## config.mk

```make
export PLATFORM = sky130hd
export DESIGN_NAME = zorro_master
export DESIGN_NICKNAME = d
export VERILOG_FILES = /design/src/rtl/zorro_master.sv
export SDC_FILE = /design/constraint.sdc
export NUM_CORES = 1
export LEC_CHECK = 0
export ABC_AREA = 1
export BUFFER_PORTS_ARGS = -buffer_cell sky130_fd_sc_hd__buf_2
export CORE_MARGIN = 10
export CORE_UTILIZATION = 43
export CTS_CLUSTER_DIAMETER = 60
export DETAILED_ROUTE_END_ITERATION = 10
export PLACE_DENSITY = 0.84
export SLEW_MARGIN = 5
export SYNTH_ARGS = -nofsm -noshare
export SYNTH_HDL_FRONTEND = slang
export SYNTH_SLANG_ARGS = --single-unit
```

## constraint.sdc

```tcl
create_clock -name CLK -period 3.5 [get_ports CLK]
set_clock_uncertainty 0.05 [all_clocks]
set_input_delay 0.525 -clock CLK [delete_from_list [all_inputs] [get_ports CLK]]
set_output_delay 0.525 -clock CLK [all_outputs]
set_load 0.05 [all_outputs]
```

## src/rtl/zorro_master.sv

```systemverilog
// ----------------------------------------------------------------------------
// zorro_master
// Bus master for a Zorro-style asynchronous bus.  A local request is latched in
// IDLE and then run as one bus cycle: the address phase (ADDR), the full cycle
// strobe (STROBE), the data strobes while waiting for the responder (WAIT) and
// the release of all strobes until the responder lets go of DTACK (RELEASE).
// The cycle ends with a single ack pulse (DONE).  err rides on that pulse when
// the responder signalled BERR or when no DTACK arrived within TIMEOUT cycles.
//
// Ports
//   CLK, RESET       clock, asynchronous active-high reset
//   req              local request, looked at only in IDLE
//   req_addr/read    target address and direction (1 = read)
//   req_wdata/be     write data and active-high byte enables (bit 3 = D[31:24])
//   busy             high whenever the master is not idle
//   ack, err         one-cycle completion pulse and its error qualifier
//   rdata            last successfully read word, held until the next read
//   ADDR, READ       bus address and direction
//   FCS_n, DS_n      full cycle strobe and data strobes, active-low
//   DOE, D_out       write data enable and write data towards the bus
//   D_in             read data from the bus
//   DTACK, BERR      asynchronous acknowledge and bus error from the responder
// ----------------------------------------------------------------------------
module zorro_master #(
    parameter int TIMEOUT = 64
) (
    input  logic        CLK,
    input  logic        RESET,
    input  logic        req,
    input  logic [31:0] req_addr,
    input  logic        req_read,
    input  logic [31:0] req_wdata,
    input  logic [3:0]  req_be,
    output logic        busy,
    output logic        ack,
    output logic        err,
    output logic [31:0] rdata,
    output logic [31:0] ADDR,
    output logic        READ,
    output logic        FCS_n,
    output logic [3:0]  DS_n,
    output logic        DOE,
    output logic [31:0] D_out,
    input  logic [31:0] D_in,
    input  logic        DTACK,
    input  logic        BERR
);

    // The counter only has to reach TIMEOUT-1, never beyond it.
    localparam int              CNT_W    = (TIMEOUT > 1) ? $clog2(TIMEOUT) : 1;
    localparam logic [CNT_W-1:0] CNT_LAST = CNT_W'(TIMEOUT - 1);

    typedef enum logic [2:0] {
        ST_IDLE,
        ST_ADDR,
        ST_STROBE,
        ST_WAIT,
        ST_RELEASE,
        ST_DONE
    } state_t;

    state_t           state;
    state_t           next_state;
    logic             dtack_meta;
    logic             dtack_sync;
    logic             berr_meta;
    logic             berr_sync;
    logic [31:0]      wdata_q;
    logic [3:0]       be_q;
    logic [CNT_W-1:0] cnt;
    logic             err_flag;
    logic             cnt_at_last;

    assign cnt_at_last = (cnt == CNT_LAST);
    assign D_out       = wdata_q;

    // DTACK and BERR come from another clock domain; only the second flop of
    // each pair is ever looked at by the control logic.
    always_ff @(posedge CLK or posedge RESET) begin
        if (RESET) begin
            dtack_meta <= 1'b0;
            dtack_sync <= 1'b0;
            berr_meta  <= 1'b0;
            berr_sync  <= 1'b0;
        end else begin
            dtack_meta <= DTACK;
            dtack_sync <= dtack_meta;
            berr_meta  <= BERR;
            berr_sync  <= berr_meta;
        end
    end

    always_ff @(posedge CLK or posedge RESET) begin
        if (RESET) begin
            state <= ST_IDLE;
        end else begin
            state <= next_state;
        end
    end

    always_comb begin
        next_state = state;
        case (state)
            ST_IDLE:    if (req) next_state = ST_ADDR;
            ST_ADDR:    next_state = ST_STROBE;
            ST_STROBE:  next_state = ST_WAIT;
            ST_WAIT:    if (berr_sync || dtack_sync || cnt_at_last) next_state = ST_RELEASE;
            // Wait for the responder to drop DTACK, but never forever.
            ST_RELEASE: if (!dtack_sync || cnt_at_last) next_state = ST_DONE;
            ST_DONE:    next_state = ST_IDLE;
            default:    next_state = ST_IDLE;
        endcase
    end

    // Request latch, read data capture, error flag and the timeout counter.
    // BERR is tested before DTACK so a simultaneous error never updates rdata.
    always_ff @(posedge CLK or posedge RESET) begin
        if (RESET) begin
            ADDR     <= 32'h0;
            READ     <= 1'b1;
            wdata_q  <= 32'h0;
            be_q     <= 4'h0;
            rdata    <= 32'h0;
            cnt      <= '0;
            err_flag <= 1'b0;
        end else begin
            if (state == ST_IDLE && req) begin
                ADDR    <= req_addr;
                READ    <= req_read;
                wdata_q <= req_wdata;
                be_q    <= req_be;
            end

            case (state)
                ST_WAIT: begin
                    if (berr_sync) begin
                        err_flag <= 1'b1;
                    end else if (dtack_sync) begin
                        if (READ) rdata <= D_in;
                    end else if (cnt_at_last) begin
                        err_flag <= 1'b1;
                    end
                    // Leaving WAIT clears the counter for the RELEASE bound.
                    if (next_state == ST_RELEASE) cnt <= '0;
                    else                          cnt <= cnt + CNT_W'(1);
                end
                ST_RELEASE: begin
                    if (!cnt_at_last) cnt <= cnt + CNT_W'(1);
                end
                ST_DONE: begin
                    cnt      <= '0;
                    err_flag <= 1'b0;
                end
                default: begin
                    cnt <= '0;
                end
            endcase
        end
    end

    always_comb begin
        busy  = (state != ST_IDLE);
        ack   = 1'b0;
        err   = 1'b0;
        FCS_n = 1'b1;
        DS_n  = 4'hF;
        DOE   = 1'b0;
        case (state)
            ST_STROBE: begin
                FCS_n = 1'b0;
            end
            ST_WAIT: begin
                FCS_n = 1'b0;
                DS_n  = ~be_q;
                DOE   = ~READ;
            end
            ST_DONE: begin
                ack = 1'b1;
                err = err_flag;
            end
            default: begin
            end
        endcase
    end

endmodule

```

* Word-level counts from Yosys, hierarchy flattened *
Index checks and enable logic that the tools add are counted.

word-level totals
  input port bits = 106
  logic and storage cells = 53
  output and inout bits = 106
  register bits after elaboration = 115

operators by class
  add/subtract/negate cells = 1
  reductions and logical operators = 11
  multiplexer cells = 16
  eq/ne operators = 10
  bitwise logic cells = 3

operator list
  kind                                            count
  one-hot mux 3 bit (5 select lines)              1
  2-to-1 mux 6 bit                                2
  one-hot mux 6 bit (2 select lines)              1
  == test 3 bit (second input constant)           3
  2-to-1 mux 3 bit                                3
  2-to-1 mux 1 bit                                7
  adder 6 x 1 -> 6 bit (second input constant)    1
  == test 3 x 2 -> 1 bit (second input constant)  2
  == test 6 bit (second input constant)           1
  != test 3 bit (second input constant)           2
  2-to-1 mux 4 bit                                1
  inverter 4 bit                                  1
  AND reduction 4 bit                             1
  == test 3 x 1 -> 1 bit (second input constant)  1
  logical NOT 3 bit                               1
  logical OR 1 bit                                3
  AND reduction 3 bit                             1
  nonzero test 3 bit                              1
  != test 2 bit (second input constant)           1
  inverter 1 bit                                  2
  one-hot mux 1 bit (2 select lines)              1
  nonzero test 2 bit                              1
  OR reduction 2 bit                              1
  logical AND 1 bit                               1
  logical NOT 1 bit                               1

* Depth between registers and ports, before layout *
Gate-level depths: netlist of the first run.

  depth in word-level cells = 7
  depth in mapped cells = 8
  depth with buffers taken out = 8

* Worst setup path before layout of the first run *
No wires, ideal clock.

  path type = reg-to-output
  from = register state[0]
  to = output port err
  path buffers = 0
  data arrival time = 2.030 ns
  data required time = 2.925 ns
  slack = 0.895 ns
  cell stages (with the launch flop) = 3
  cells stage by stage = dfrtp_1 > inv_1 > nor4_1

between the ends
  cells in the longest elaborated chain, start to end = 2

RTL lines
  item                    RTL line  source
  start, declared         62        state_t state;
  start signal, assigned  97        state <= next_state;
  == test 3 bit           168       case (state)
  2-to-1 mux 1 bit        168
  end, declared           36        output logic err,

Every way passes these cells.

* Final worst setup path of the first run *
Same ends and word-level chain as after synthesis.

==> flow_summary_export.csv, run 1 <==
group,metric,value,unit
outcome,run_status,"complete, no violations",
worst_hold_path,worst_min_delay_path_category,"in2reg",
synthesis,synth.area.top_cells,"dfrtp_1 60%, nand2_1 11%, inv_1 8.8%, o21ai_2 5.9%, o21ai_1 5.8%",
routing,wl_met3,969,um
pwr,vdd_ir_drop_max,1190,uV
setup_path,critical_path.endpoint_type,"output port",
finish,finalInstanceArea,0.00657,mm2
place,detailedPlace.worstSlack,1720,ps
routing,met1Wirelength,4730,um
place,portBuffers,211,
routing,ant_nets,0,
clock_network,postCtsResizedCells,0,
place,place_area,0.00592,mm2
pwr,total_power_divided_by_cell_area,1180,mW/mm2
timing,final.setup.tns,0,ps
setup_path,reg2reg_from,"state[0]",
place,final_weighted_congestion_in_routability_driven_placement,0.786,
place,numPlacedInstances,846,
finish,antennaDiodeCount,0,
routing,remaining_drc_errors,0,
place,place.detailed.hpwl,9300,um
timing,worstMarginPinSlew,789,ps
clock_network,cts_root_buf,"clkbuf_8",
clock_network,holdBufCountCts,0,
routing,drt_pre_antenna_iters,5,
routing,top_layer,"met4",
timing,finalWorstSetupSlack,1280,ps
synthesis,synthesis.area_per_instance,9.29,um2
clock_network,setup_fix_buffers_added_after_clock_tree_synthesis,0,
grt,grt_pass1_wl,19700,um
timing,final_critical_path_required_period,2220,ps
setup_path,required,2920,ps
synthesis,synth_top_cell_area_share,60.0,%
setup_path,crit_arrival,1650,ps
floorplan,i_o_pin_count,212,
routing,detailroute.via_count,3772,
floorplan,initial_core_utilization,43.9,%
synthesis,synth_sequential_area_ratio,60.5,%
routing,drt_iter0_markers,290,
clock_network,cts-buffers-inserted,17,
setup_path,crit_path_max_fanout,5,
synthesis,postSynthCellCount,512,
finish,post_route_cells_drive_above_1_share,38.8,%
routing,wl_met2,6480,um
routing,avgRoutedWirePerCell,14.0,um
synthesis,number_of_library_cell_types_mapped_by_synthesis,22,
synthesis,synth-seq-cells,115,
synthesis,yosysTopAreaCell,"dfrtp_1",
synthesis,yosys_warnings,0,
timing,hold_viol_final,0,
flow_run,cap_violations,0,
clock_network,clkSinkCount,115,
floorplan,core_region,0.0108,mm2
synthesis,synth_ff_type,"dfrtp_1",
pwr,post-layout-total-power,7.77,mW
clock_network,tritoncts,"yes",
timing,layout_worst_path_cycle_share,63.4,%
routing,vias_per_cell,4.30,
timing,finalSetupViolations,0,
routing,route.final.wire_length,12300,um
synthesis,synth.net_count,619,
clock_network,clk-insertion-delay-late,490,ps
grt,gr-total-overflow,0,
finish,postLayoutCoreUtil,60.6,%
worst_hold_path,worstHoldPathCells,1,
setup_path,setup.reg_to_reg.worst_slack,1680,ps
synthesis,netlist_area_before_placement,0.00476,mm2
timing,relSlewSlack,47.4,%
setup_path,launching_element_type_of_the_critical_path,"flip-flop",
finish,finish.net_count,832,
floorplan,row_count,38,
synthesis,asyncSetResetFlopFracSynth,100,%
finish,layout.cells.non_filler,878,
floorplan,die_footprint,0.0157,mm2
floorplan,dieHeight,125,um
setup_path,worst-setup-path-type,"reg2out",
setup_path,reg2reg_depth,6,
floorplan,die_w,125,um
synthesis,number_of_enable_type_register_cells_in_the_synthesized_netlist,0,
timing,unrepaired_setup_endpoints_after_global_routing,"no",
grt,first_global_vias,3933,
timing,finalHoldWorstSlack,92.3,ps
finish,syn2layout_area_growth,38.1,%
clock_network,htreeDepth,4,
setup_path,critical_path.reg2reg.endpoint,"rdata[3]",
worst_hold_path,hold_crit_endpoint,"dtack_meta",
clock_network,path_clk_slew,60,ps
grt,antenna_found_initial,0,
timing,final-max-slew-violation-count,0,
grt,grt_max_degree,140,
pwr,static-leakage-power,3.80,nW
worst_hold_path,worst_hold_startpoint,"DTACK",
timing,max_freq,450,MHz
clock_network,clock_path_buffers,2,
grt,grt_util_all_layers,15.4,%
[kinds of logic (layout without fill, tap and decap cells)]
logic type      count (synthesis)  after routing  share of synthesized area, %
compound gates                104            104                          13.5
xor+xnor                        3              3                         0.553
fa+ha+maj                       1              1                         0.263
buf+inv                       133            359                          11.8
flops                         115            115                          60.5
simple gates                  156            156                          13.4
[worst max-delay path by stage]
stage	startpoint	endpoint	slack, ps
after global placement	state[0]	rdata[30]	1810
final	state[0]	err	1280
after detailed placement	state[0]	rdata[3]	1720
after CTS	state[0]	ack	1270
after global routing	state[0]	err	1180
after floorplan	state[0]	err	890
[area by class of cell]
cell class	instances	area, um2
Fill cell	954	4270
Timing Repair Buffer	215	1110
Sequential cell	115	2880
Inverter	112	424
Clock inverter	13	206
Tap cell	140	175
Multi-Input combinational cell	264	1330
Clock buffer	19	442
[synthesized netlist by cell type (all sizes together) (2+ instances only)]
cell type and count:
nand2 136, dfrtp 114, inv 112, o21ai 103, buf 19, nor2 10, nand3 5, xor2 3
clkbuf 2, nor3 2
[registers in the layout, indices dropped and copies added, names as in the netlist]
signal and count:
ADDR 32, dtack_sync 1, be_q 4, state 3
dtack_meta 1, berr_meta 1, READ 1, berr_sync 1
rdata 32, cnt 6, err_flag 1, D_out 32
[critical path, cell delays in order (launching register included)]
cell     delay, ps
dfrtp_1        350
inv_1          150
nor4_1         320
buf_2          330
[cells in the final DEF, fill, tap and decap left out, types with 2 or more instances in the layout]
cell / netlist / layout
clkbuf_8: 0 / 3
nand2_1: 135 / 135
o21ai_2: 32 / 32
nor2_1: 9 / 9
inv_1: 111 / 110
buf_12: 0 / 2
buf_2: 13 / 211
dfrtp_1: 114 / 114
clkbuf_16: 0 / 16
o21ai_0: 16 / 16
clkinv_2: 0 / 2
o21ai_1: 55 / 55
buf_4: 0 / 2
bufinv_16: 0 / 5
xor2_1: 3 / 3
nand3_1: 5 / 4
nor3_1: 2 / 2
clkinvlp_4: 0 / 6
[per-layer routing]
layer / track usage, % / vias to the layer above
li1: - / 1973
met1: 16.1 / 1674
met2: 27.1 / 117
met3: 6.76 / 8
met4: 4.95 / 0
met5: 0 / -
[power breakdown]
| group | internal (mW) | total, mW | switching (mW) | leakage (nW) |
|---|---|---|---|---|
| Sequential | 1.91 | 2.22 | 0.309 | 1.38 |
| Clock | 1.26 | 1.87 | 0.602 | 0.302 |
| Combinational | 0.798 | 3.68 | 2.88 | 2.12 |
Note: power is estimated with default switching activity, not from simulation.
==> run 2: changes to the inputs <==
--- a/config.mk
+++ b/config.mk
@@ -8,10 +8,10 @@
 export ABC_AREA = 1
 export BUFFER_PORTS_ARGS = -buffer_cell sky130_fd_sc_hd__buf_2
 export CORE_MARGIN = 10
-export CORE_UTILIZATION = 43
+export CORE_UTILIZATION = 47
 export CTS_CLUSTER_DIAMETER = 60
 export DETAILED_ROUTE_END_ITERATION = 10
-export PLACE_DENSITY = 0.84
+export PLACE_DENSITY = 0.87
 export SLEW_MARGIN = 5
 export SYNTH_ARGS = -nofsm -noshare
 export SYNTH_HDL_FRONTEND = slang
==> constraint.sdc (replaced) <==
create_clock -name CLK -period 2.16 [get_ports CLK]
set_clock_uncertainty 0.05 [all_clocks]
set_input_delay 0.324 -clock CLK [delete_from_list [all_inputs] [get_ports CLK]]
set_output_delay 0.324 -clock CLK [all_outputs]
set_load 0.05 [all_outputs]
==> run 2 against run 1 <==
  * Setup slack got worse by 1100 ps
  * Non-clock buffer count increased by 66
  * Clock power increased by 33%
  * Global-route usage increased by 4.0 points
  * Combinational power increased by 68%
  * Hold slack got worse by 74 ps
  * First-iteration DRC count increased by 5.9%
  * Largest cell class unchanged
==> flow_summary_export.csv, run 2 (synthesis gave the netlist of run 1 again) <==
group,metric,value,unit
routing,ant_nets,0,
setup_path,worst_setup_path_startpoint,"state[0]",
finish,most_common_cell_after_layout_fill_and_taps_aside,"buf_2",
grt,grtUsageMet3,8.61,%
routing,avgRoutedWirePerCell,15.3,um
timing,final-max-slew-violation-count,0,
floorplan,die_w,121,um
floorplan,core_region,0.00982,mm2
floorplan,initial_core_utilization,48.4,%
routing,route.final.wire_length,14300,um
routing,drt_iter0_markers,307,
timing,max_freq,494,MHz
flow_run,cap_violations,0,
setup_path,crit_arrival,1650,ps
floorplan,die_footprint,0.0145,mm2
grt,first_global_vias,4514,
clock_network,tritoncts,"yes",
grt,grt_met2_usage,36.3,%
place,portBuffers,211,
clock_network,cts-buffers-inserted,17,
finish,postLayoutCoreUtil,72.5,%
grt,grt_busiest_layer,"met2",
finish,final_cell_mix,"211 x buf_2, 135 x nand2_1, 114 x dfrtp_1",
pwr,post-layout-total-power,12.3,mW
finish,finish.net_count,898,
timing,unrepaired_setup_endpoints_after_global_routing,"no",
setup_path,setup.reg_to_reg.worst_slack,300,ps
pwr,static-leakage-power,4.03,nW
routing,drt_pre_antenna_iters,5,
routing,detailroute.via_count,4337,
finish,antennaDiodeCount,0,
worst_hold_path,worst_min_delay_path_category,"in2reg",
clock_network,setup_fix_buffers_added_after_clock_tree_synthesis,0,
clock_network,cts_root_buf,"clkbuf_8",
setup_path,reg2reg_from,"state[0]",
grt,antenna_found_initial,0,
grt,grt_pass1_wl,22400,um
pwr,total_power_divided_by_cell_area,1730,mW/mm2
grt,grt_max_degree,127,
grt,grt_util_all_layers,19.4,%
finish,post_route_cells_drive_above_1_share,35.4,%
clock_network,path_clk_slew,60,ps
setup_path,critPathCapture,"ack",
pwr,vdd_ir_drop_max,1070,uV
setup_path,required,1790,ps
setup_path,worst-setup-path-type,"reg2out",
floorplan,dieHeight,121,um
timing,worstMarginPinSlew,761,ps
setup_path,critical_path.reg2reg.endpoint,"rdata[28]",
place,place.detailed.hpwl,9440,um
setup_path,critical_path.endpoint_type,"output port",
outcome,run_status,"complete, no violations",
setup_path,launching_element_type_of_the_critical_path,"flip-flop",
timing,final_critical_path_required_period,2020,ps
clock_network,clkSinkCount,115,
timing,relSlewSlack,49.2,%
routing,vias_per_cell,4.63,
grt,gr-total-overflow,0,
floorplan,i_o_pin_count,212,
clock_network,clk-insertion-delay-late,500,ps
place,final_weighted_congestion_in_routability_driven_placement,0.791,
timing,finalSetupViolations,0,
floorplan,row_count,36,
setup_path,reg2reg_depth,6,
timing,final.setup.tns,0,ps
setup_path,crit_path_max_fanout,5,
timing,hold_viol_final,0,
clock_network,clock_path_buffers,2,
routing,remaining_drc_errors,0,
timing,layout_worst_path_cycle_share,93.6,%
grt,grtUsageMet1,18.5,%
clock_network,htreeDepth,4,
finish,syn2layout_area_growth,49.7,%
run 2: critical path, stage by stage (launching register included):
cell	delay [ps]
dfrtp_1	370
inv_1	160
nor3_1	290
buf_2	320
run 2: per-layer routing:
layer	share of wire, %	vias up	routed length [um]
met3	7.4	18	1050
met5	0	-	0
met4	1.6	0	225
li1	-	2108	-
met1	35	2064	4980
met2	56	147	8030
run 2: cell type report:
cell class,count,area [um2]
tap,133,166
sequential,115,2880
inverter,112,424
clock inverter,10,85.1
fill,698,2700
timing repair buffer,281,1770
clock buffer,21,449
multi-input combinational,264,1340
run 2: where the power goes:
part / internal (mW) / leakage [nW] / switching, mW
combinational: 1.37 / 2.40 / 4.79
clock: 1.56 / 0.255 / 0.928
sequential: 3.10 / 1.38 / 0.532
total: 6.04 / 4.03 / 6.25
run 2: how the worst min path moves through the flow:
stage	slack [ps]	startpoint	cells past startpoint	end
finish	20	D_in[29]	3	rdata[29]
global route	0.6	req_addr[30]	3	ADDR[30]
CTS	0.3	D_in[6]	3	rdata[6]
detailed placement	290	berr_meta	0	berr_sync
global placement	290	berr_meta	0	berr_sync
floorplan	280	berr_meta	0	berr_sync
run 2: what timing repair did:
action                                  in CTS  in global routing
hold endpoints to repair                   176                  4
hold buffers                                63                  4
resized for setup                            0                  0
endpoints found under the setup margin       0                  0
run 2: per-stage QoR:
stage / hold slack [ps] / setup slack (ps) / cell area (um2) / instances
floorplan: 281 / 138 / 4770 / 512
global placement: 285 / 453 / 5910 / 838
detailed placement: 286 / 350 / 5910 / 838
CTS: 0.297 / 123 / 7080 / 932
global route: 0.552 / 29.5 / 7120 / 936
finish: 18.1 / 138 / 7120 / 936
